`src/rtl/register_file_bank.sv`:
```
// register_file_bank: NREG x WIDTH register file for the 16-bit datapath.
// Writes arrive through a valid/ready handshake. There are two combinational
// read ports, each with same-cycle write bypass. Register 0 is hardwired to
// zero. A sequenced clear engine zeroes r1..r(NREG-1), one register per cycle.
module register_file_bank #(
    parameter  int WIDTH = 16,
    parameter  int NREG  = 8,
    localparam int AW    = $clog2(NREG)
) (
    input  logic             clk,
    input  logic             rst_n,
    input  logic             wr_valid,
    output logic             wr_ready,
    input  logic [AW-1:0]    wr_addr,
    input  logic [WIDTH-1:0] wr_data,
    input  logic [AW-1:0]    rd_a_addr,
    output logic [WIDTH-1:0] rd_a_data,
    input  logic [AW-1:0]    rd_b_addr,
    output logic [WIDTH-1:0] rd_b_data,
    input  logic             clear_req,
    output logic             clear_busy
);

    typedef enum logic {
        ST_IDLE  = 1'b0,
        ST_CLEAR = 1'b1
    } state_e;

    localparam logic [AW-1:0] LAST_REG = AW'(NREG - 1);

    state_e            state_q, state_d;
    logic [AW-1:0]     clr_cnt_q, clr_cnt_d;
    logic [WIDTH-1:0]  mem_q [NREG];
    logic              wr_fire;
    logic              wr_hit;

    // The handshake and the clear flag are decoded from registered state only.
    assign wr_ready   = (state_q == ST_IDLE);
    assign clear_busy = (state_q == ST_CLEAR);
    assign wr_fire    = wr_valid && wr_ready;
    // A write to r0 completes the handshake but is discarded.
    assign wr_hit     = wr_fire && (wr_addr != '0);

    // Next-state logic for the clear sequencer.
    always_comb begin
        // NOTE: assign every always_comb output a default first. A path that
        // leaves a signal unassigned would infer a latch.
        state_d   = state_q;
        clr_cnt_d = clr_cnt_q;
        case (state_q)
            ST_IDLE: begin
                if (clear_req) begin
                    state_d   = ST_CLEAR;
                    clr_cnt_d = AW'(1);
                end
            end
            ST_CLEAR: begin
                if (clr_cnt_q == LAST_REG) begin
                    state_d   = ST_IDLE;
                    clr_cnt_d = '0;
                end else begin
                    clr_cnt_d = clr_cnt_q + AW'(1);
                end
            end
            default: begin
                state_d   = ST_IDLE;
                clr_cnt_d = '0;
            end
        endcase
    end

    // Sequencer state register. Reset aborts any clear in progress.
    always_ff @(posedge clk or negedge rst_n) begin
        // NOTE: sequential state uses non-blocking (<=) assignments. All flops
        // then update together and simulation matches the synthesized logic.
        if (!rst_n) begin
            state_q   <= ST_IDLE;
            clr_cnt_q <= '0;
        end else begin
            state_q   <= state_d;
            clr_cnt_q <= clr_cnt_d;
        end
    end

    // Storage update: commit the accepted write, or zero the register the
    // clear sequence is currently pointing at.
    always_ff @(posedge clk or negedge rst_n) begin
        if (!rst_n) begin
            // NOTE: the storage array is reset on purpose, because reset must
            // leave every register reading zero. This costs a reset net on
            // every bit, so do not copy it into RAM-style arrays that do not
            // need it.
            for (int i = 0; i < NREG; i++) begin
                mem_q[i] <= '0;
            end
        end else begin
            if (wr_hit) begin
                mem_q[wr_addr] <= wr_data;
            end
            if (state_q == ST_CLEAR) begin
                mem_q[clr_cnt_q] <= '0;
            end
        end
    end

    // Combinational read ports. r0 is forced to zero. A write firing this
    // cycle to the addressed register is forwarded to the port.
    always_comb begin
        rd_a_data = mem_q[rd_a_addr];
        rd_b_data = mem_q[rd_b_addr];
        if (rd_a_addr == '0) begin
            rd_a_data = '0;
        end else if (wr_hit && (wr_addr == rd_a_addr)) begin
            rd_a_data = wr_data;
        end
        if (rd_b_addr == '0) begin
            rd_b_data = '0;
        end else if (wr_hit && (wr_addr == rd_b_addr)) begin
            rd_b_data = wr_data;
        end
    end

endmodule
```
`config.mk`:
```
export PLATFORM = sky130hd
export DESIGN_NAME = register_file_bank
export DESIGN_NICKNAME = d
export VERILOG_FILES = /design/src/rtl/register_file_bank.sv
export SDC_FILE = /design/constraint.sdc
export NUM_CORES = 1
export LEC_CHECK = 0
export ABC_AREA = 1
export CAP_MARGIN = 20
export CORE_MARGIN = 4
export CORE_UTILIZATION = 64
export DETAILED_ROUTE_END_ITERATION = 12
export PLACE_DENSITY = 0.94
export SETUP_SLACK_MARGIN = 0.4
export SLEW_MARGIN = 20
export SYNTH_ARGS = -nofsm -noshare
export SYNTH_HDL_FRONTEND = slang
export SYNTH_SLANG_ARGS = --single-unit
```
`constraint.sdc`:
```
create_clock -name clk -period 3.8 [get_ports clk]
set_clock_uncertainty 0.2 [all_clocks]
set_input_delay 0.76 -clock clk [delete_from_list [all_inputs] [get_ports clk]]
set_output_delay 0.76 -clock clk [all_outputs]
set_load 0.1 [all_outputs]
```
# Yosys cells after proc, flatten, opt, wreduce, memory -nomap -nowiden
# Index checks and enable logic that the tools add are counted.
dict set report word_totals {
  ff_bits 132
  inputBits 29
  out_inout_bits 34
  word_cells 60
}
dict set report classes {
  add_sub_neg 1
  magnitude_cmp 6
  eq_ne 4
  n_mux 23
  bitwise_logic 7
  reduce_logical 9
}
# op n
set ops {}
lappend ops {{$mux W128} 2}
lappend ops {{$mux W16} 10}
lappend ops {{$and A128 B128 Y128} 1}
lappend ops {{$bwmux W128} 1}
lappend ops {{$not A128 Y128} 1}
lappend ops {{$bmux W16 S3} 2}
lappend ops {{$demux W16 S3} 2}
lappend ops {{$ge A4 B4 Y1 const B} 4}
lappend ops {{$not A3 Y4} 4}
lappend ops {{$lt A4 B1 Y1 const B} 2}
lappend ops {{$eq A3 B3 Y1} 2}
lappend ops {{$logic_and A1 B1 Y1} 6}
lappend ops {{$logic_not A3 Y1} 2}
lappend ops {{$mux W3} 2}
lappend ops {{$pmux W3 S2} 1}
lappend ops {{$add A3 B1 Y3 const B} 1}
lappend ops {{$eq A3 B3 Y1 const B} 1}
lappend ops {{$reduce_bool A3 Y1} 1}
lappend ops {{$mux W1} 2}
lappend ops {{$ne A2 B1 Y1 const B} 1}
lappend ops {{$pmux W1 S2} 1}
lappend ops {{$not A1 Y1} 1}

# Depth between registers and ports, before layout
# Gate-level depths: netlist of run 1.
dict set report depth {
  ltp_word 9
  depth_mapped 11
  depth_no_buf 9
}

# Worst setup path after synthesis of run 1
# OpenSTA, ideal clock, no wires.
dict set report synth_path {
  kind {register to output}
  from {register state_q, in the netlist clear_busy}
  to {output rd_b_data[0]}
  arrival_time_ns 3.470
  t_required_ns 2.840
  path_slack_ns -0.630
  path_stages_with_launch 8
  path_buffers 1
  path_cell_list {dfrtp_1 -> inv_2 -> nand2_1 -> a21oi_4 -> buf_2 -> nand4_1 -> nand2_1 -> nor2_1}
}
dict set report synth_between {
  elab_chain_len 6
}
# item line_no
set synth_rtl {}
lappend synth_rtl {{from (decl)} 31} ;# state_e state_q, state_d;
lappend synth_rtl {{from (signal assigned)} 80} ;# state_q <= state_d;
lappend synth_rtl {{$not A1 Y1} n/a}
lappend synth_rtl {{named net wr_ready} 13} ;# output logic wr_ready,
lappend synth_rtl {{$logic_and A1 B1 Y1} 40} ;# assign wr_fire = wr_valid && wr_ready;
lappend synth_rtl {{$logic_and A1 B1 Y1} 42} ;# assign wr_hit = wr_fire && (wr_addr != '0);
lappend synth_rtl {{$logic_and A1 B1 Y1} 118} ;# end else if (wr_hit && (wr_addr == rd_b_addr)) begin
lappend synth_rtl {{$mux W16} 118}
lappend synth_rtl {{$mux W16} 116} ;# if (rd_b_addr == '0) begin
lappend synth_rtl {{to (decl)} 19} ;# output logic [WIDTH-1:0] rd_b_data,
# The timed path passes the listed nets, and every way through them passes these cells.

# Worst setup path in the final report of run 1
dict set report layout_path {
  from {input rd_a_addr[2]}
  to {output rd_a_data[5]}
}
dict set report layout_between {
  elab_chain_len 6
  word_cells_on_any_way 9
  classes_between {eq/ne (1); mux (5); bitwise (1); reduce/logical (2)}
}
# item line_no
set layout_rtl {}
lappend layout_rtl {{from (decl)} 16} ;# input logic [AW-1:0] rd_a_addr,
lappend layout_rtl {{$not A3 Y4 (implied by the code)} 109} ;# rd_a_data = mem_q[rd_a_addr];
lappend layout_rtl {{$bmux W16 S3} 109}
lappend layout_rtl {{$mux W16 (implied by the code) (2 in a row)} 109}
lappend layout_rtl {{$mux W16} 113} ;# end else if (wr_hit && (wr_addr == rd_a_addr)) begin
lappend layout_rtl {{$mux W16 (*)} 111} ;# if (rd_a_addr == '0) begin
lappend layout_rtl {{to (decl)} 17} ;# output logic [WIDTH-1:0] rd_a_data,
# Mark *: on every way between the ends. The rest lies on a longest branch, timed or not. The select of a mux whose other input is x is not followed.

==> results of run 1 <==
## per-stage QoR
stage                     setup slack, ps  cell area [µm²]  total power [W]
after floorplan                       241             8700          0.00420
after global placement                195             9680          0.00497
after detailed placement              121             9680          0.00509
after CTS                             402            10300          0.00674
after global routing                  413            10400          0.00719
final                                 449            10400          0.00683
## metal layers
layer,up-vias,global-route usage (%),part of all wire [%]
met4,0,31.0,8.8
met2,850,60.3,43
met5,-,0,0
met1,4249,49.2,34
li1,4188,-,-
met3,251,12.6,13
## cells in the mapped netlist
library cell	n	area, µm²
nand3_1	169	846
o21ai_0	67	335
inv_2	8	30.0
nand2_2	5	31.3
buf_1	4	15.0
a21oi_1	82	410
clkbuf_1	23	86.3
nor2_1	110	413
a211oi_2	7	87.6
nor2_2	1	6.26
buf_2	47	235
clkbuf_2	1	5.00
nor3_4	3	48.8
nand4_1	19	119
inv_1	96	360
nand2_4	2	22.5
nand2_1	425	1600
ha_1	2	25.0
nand3_2	1	10.0
nor2_4	9	101
buf_6	6	67.6
a21oi_4	1	16.3
dfrtp_1	132	3300
a211oi_1	41	308
nor4_4	1	21.3
buf_4	6	45.0
## cell families (layout without fill, tap and decap cells)
| logic type | Yosys count | after routing | synth area share [%] |
|---|---|---|---|
| buf+inv | 191 | 236 | 9.88 |
| flops | 132 | 132 | 38.7 |
| simple gates | 745 | 745 | 37.6 |
| compound gates | 198 | 198 | 13.5 |
| fa+ha+maj | 2 | 2 | 0.293 |
## power by group through the flow
| stage | clock network [W] | registers [W] | logic (W) |
|---|---|---|---|
| 3_3_place_gp | 0 | 0.00233 | 0.00264 |
| 2_1_floorplan | 0 | 0.00225 | 0.00195 |
| 4_1_cts | 0.00163 | 0.00234 | 0.00277 |
| 6_report | 0.00164 | 0.00236 | 0.00283 |
| 3_5_place_dp | 0 | 0.00235 | 0.00273 |
| 5_1_grt | 0.00169 | 0.00242 | 0.00308 |
## worst max path at each step
stage | from | cells past startpoint | endpoint | slack, ps
after floorplan | clear_busy | 7 | rd_b_data[0] | 240
after global placement | wr_addr[1] | 9 | rd_a_data[5] | 190
after detailed placement | wr_addr[1] | 9 | rd_a_data[5] | 120
after CTS | wr_addr[0] | 10 | rd_b_data[9] | 400
after global routing | rd_a_addr[0] | 10 | rd_a_data[14] | 410
final | rd_a_addr[2] | 11 | rd_a_data[5] | 450
## layout make-up
| type | instances | area [µm²] |
|---|---|---|
| Clock buffer | 22 | 474 |
| Clock inverter | 10 | 105 |
| Fill cell | 777 | 2450 |
| Inverter | 104 | 400 |
| Multi-Input combinational cell | 945 | 4570 |
| Sequential cell | 132 | 3300 |
| Tap cell | 172 | 215 |
| Timing Repair Buffer | 100 | 1310 |
## state kept, by name (all words and copies together) (netlist names)
register / cells
clear_busy: 1
clr_cnt_q: 3
mem_q: 128
## repair_timing
action | CTS | global route
pin swaps | 2 | 2
gates resized for setup | 12 | 15
setup endpoints to repair | 32 | 32
buffers inserted | 4 | 2
## worst reg2reg max path, cell delays in order (launching register included)
cell and delay [ps]:
dfrtp_2 480, nor2_4 160, buf_4 170, nand2_4 80, nor2_4 660, nor2_1 130, a211oi_1 250
==> impl_metrics.py, run 1 <==
metrics = {
    "place": {
        "port_buffers": 62,
        "hpwl_um": 19000,
        "gp_congestion": 1.13,
        "dp_cells": 1447,
    },
    "clock_tree": {
        "cts_buffer_depth": 2,
        "cts_tree": "yes",
        "htree_levels": 4,
        "cts_buffers": 17,
        "cts.clk_slew.worst_paths_ps": 50,
        "clkLatencyLatePin_ps": 430,
        "cts_root_buffer": "clkbuf_16",
        "clock-sinks": 132,
        "postCtsHoldBufs": 0,
    },
    "floorplan": {
        "core_area_um2": 12800,
        "die_h_um": 124,
        "dieArea_um2": 15300,
        "initial_core_util_pct": 66.6,
        "die_w_um": 124,
        "placementRows": 41,
        "top_level_ports": 63,
    },
    "yosys": {
        "yosys_warnings": 0,
        "synth_cells": 1268,
        "synth.distinct_cells": 26,
        "syn-num-nets": 1299,
        "avgSynthCellArea_um2": 6.74,
        "syn_area_um2": 8540,
        "ys_seq_elements": 132,
        "ys_seq_area_share_pct": 38.7,
    },
    "critical_path": {
        "critPathMostFrequentCell": "nand2_1",
        "startpoint_type": "primary input",
        "endpoint_kind": "output port",
        "path_cells": "dlygate4sd2_1 > inv_4 > nand2_1 > nand2_1 > nand2_1 > nor2_4 > buf_12 > nand3_1 > nand2_1 > nor2_2 > buf_12",
        "path_max_fanout": 10,
        "cp.required_ps": 2840,
        "worstSetupPathType": "in -> out",
        "path_buf_inv": 4,
        "cp_slowest_cell": "dlygate4sd2_1",
        "reg2reg_setup_slack_ps": 1560,
        "r2r-end": "mem_q[37]",
        "arrival_ps": 2390,
        "rr_worst_depth": 6,
        "critPathMaxStageDelay_ps": 460,
        "crit_family": "buffers and inverters",
        "r2r-start": "clear_busy",
    },
    "finish": {
        "layout_commonest_cell": "nand2_1",
        "mostFrequentLayoutCells": "425 x nand2_1, 167 x nand3_1, 131 x dfrtp_1",
        "nNetsFinal": 1331,
        "instances_no_fill": 1485,
        "drive_above_1_share_pct": 14.2,
        "area_growth_pct": 21.5,
        "antennaDiodeCount": 0,
        "final_core_util_pct": 80.9,
    },
    "sta": {
        "worst_hold_slack_ps": 127,
        "max_slew.worst_pin.slew_ps": 944,
        "hold_violations": 0,
        "finalCritPeriodShare_pct": 88.2,
        "grt_setup_unrepaired": "no",
        "finalMaxSlewViolations": 0,
        "fin_setup_tns_ps": 0,
        "layout_min_cycle_time_ps": 3350,
        "setup_viol": 0,
        "slew_headroom_pct": 36.8,
        "max_freq_mhz": 298,
    },
    "power": {
        "power_frac_seq_pct": 34.6,
        "p_leak_nw": 4.87,
        "irDropWorstVdd_mv": 0.604,
        "swShare_pct": 43.3,
        "p_clk_share_pct": 23.9,
        "p_sw_w": 0.00296,
        "internal_power_w": 0.00388,
        "power_frac_comb_pct": 41.5,
        "p_per_area_nw_per_um2": 658,
    },
    "route": {
        "via_per_inst": 6.42,
        "drt_iter0_markers": 2003,
        "drtAntennaViolNets": 0,
        "totalWireLength_um": 29500,
        "dr.pass1.iters": 8,
        "vias": 9538,
        "routedWlPerCell_um": 19.8,
        "drc": 0,
    },
    "global_route": {
        "grt_pass1_vias": 9378,
        "grt_usage_pct": 40.6,
        "grt.overflow.total": 0,
        "antenna_found_initial": 0,
        "grt_max_degree": 74,
        "grt_pass1_wl_um": 47300,
    },
    "min_path": {
        "hp-class": "in -> async",
    },
    "run_status": {
        "status": "finished clean",
    },
    "job": {
        "drv_cap": 0,
    },
}
Note: power is estimated with default switching activity, not from simulation.
==> run 2, diff against run 1 <==
CAP_MARGIN = 5   (was 20)
CTS_CLUSTER_DIAMETER = 60   (was default)
==> results of run 2 <==
The final DEF is identical to that of run 1; final timing and power are the same.
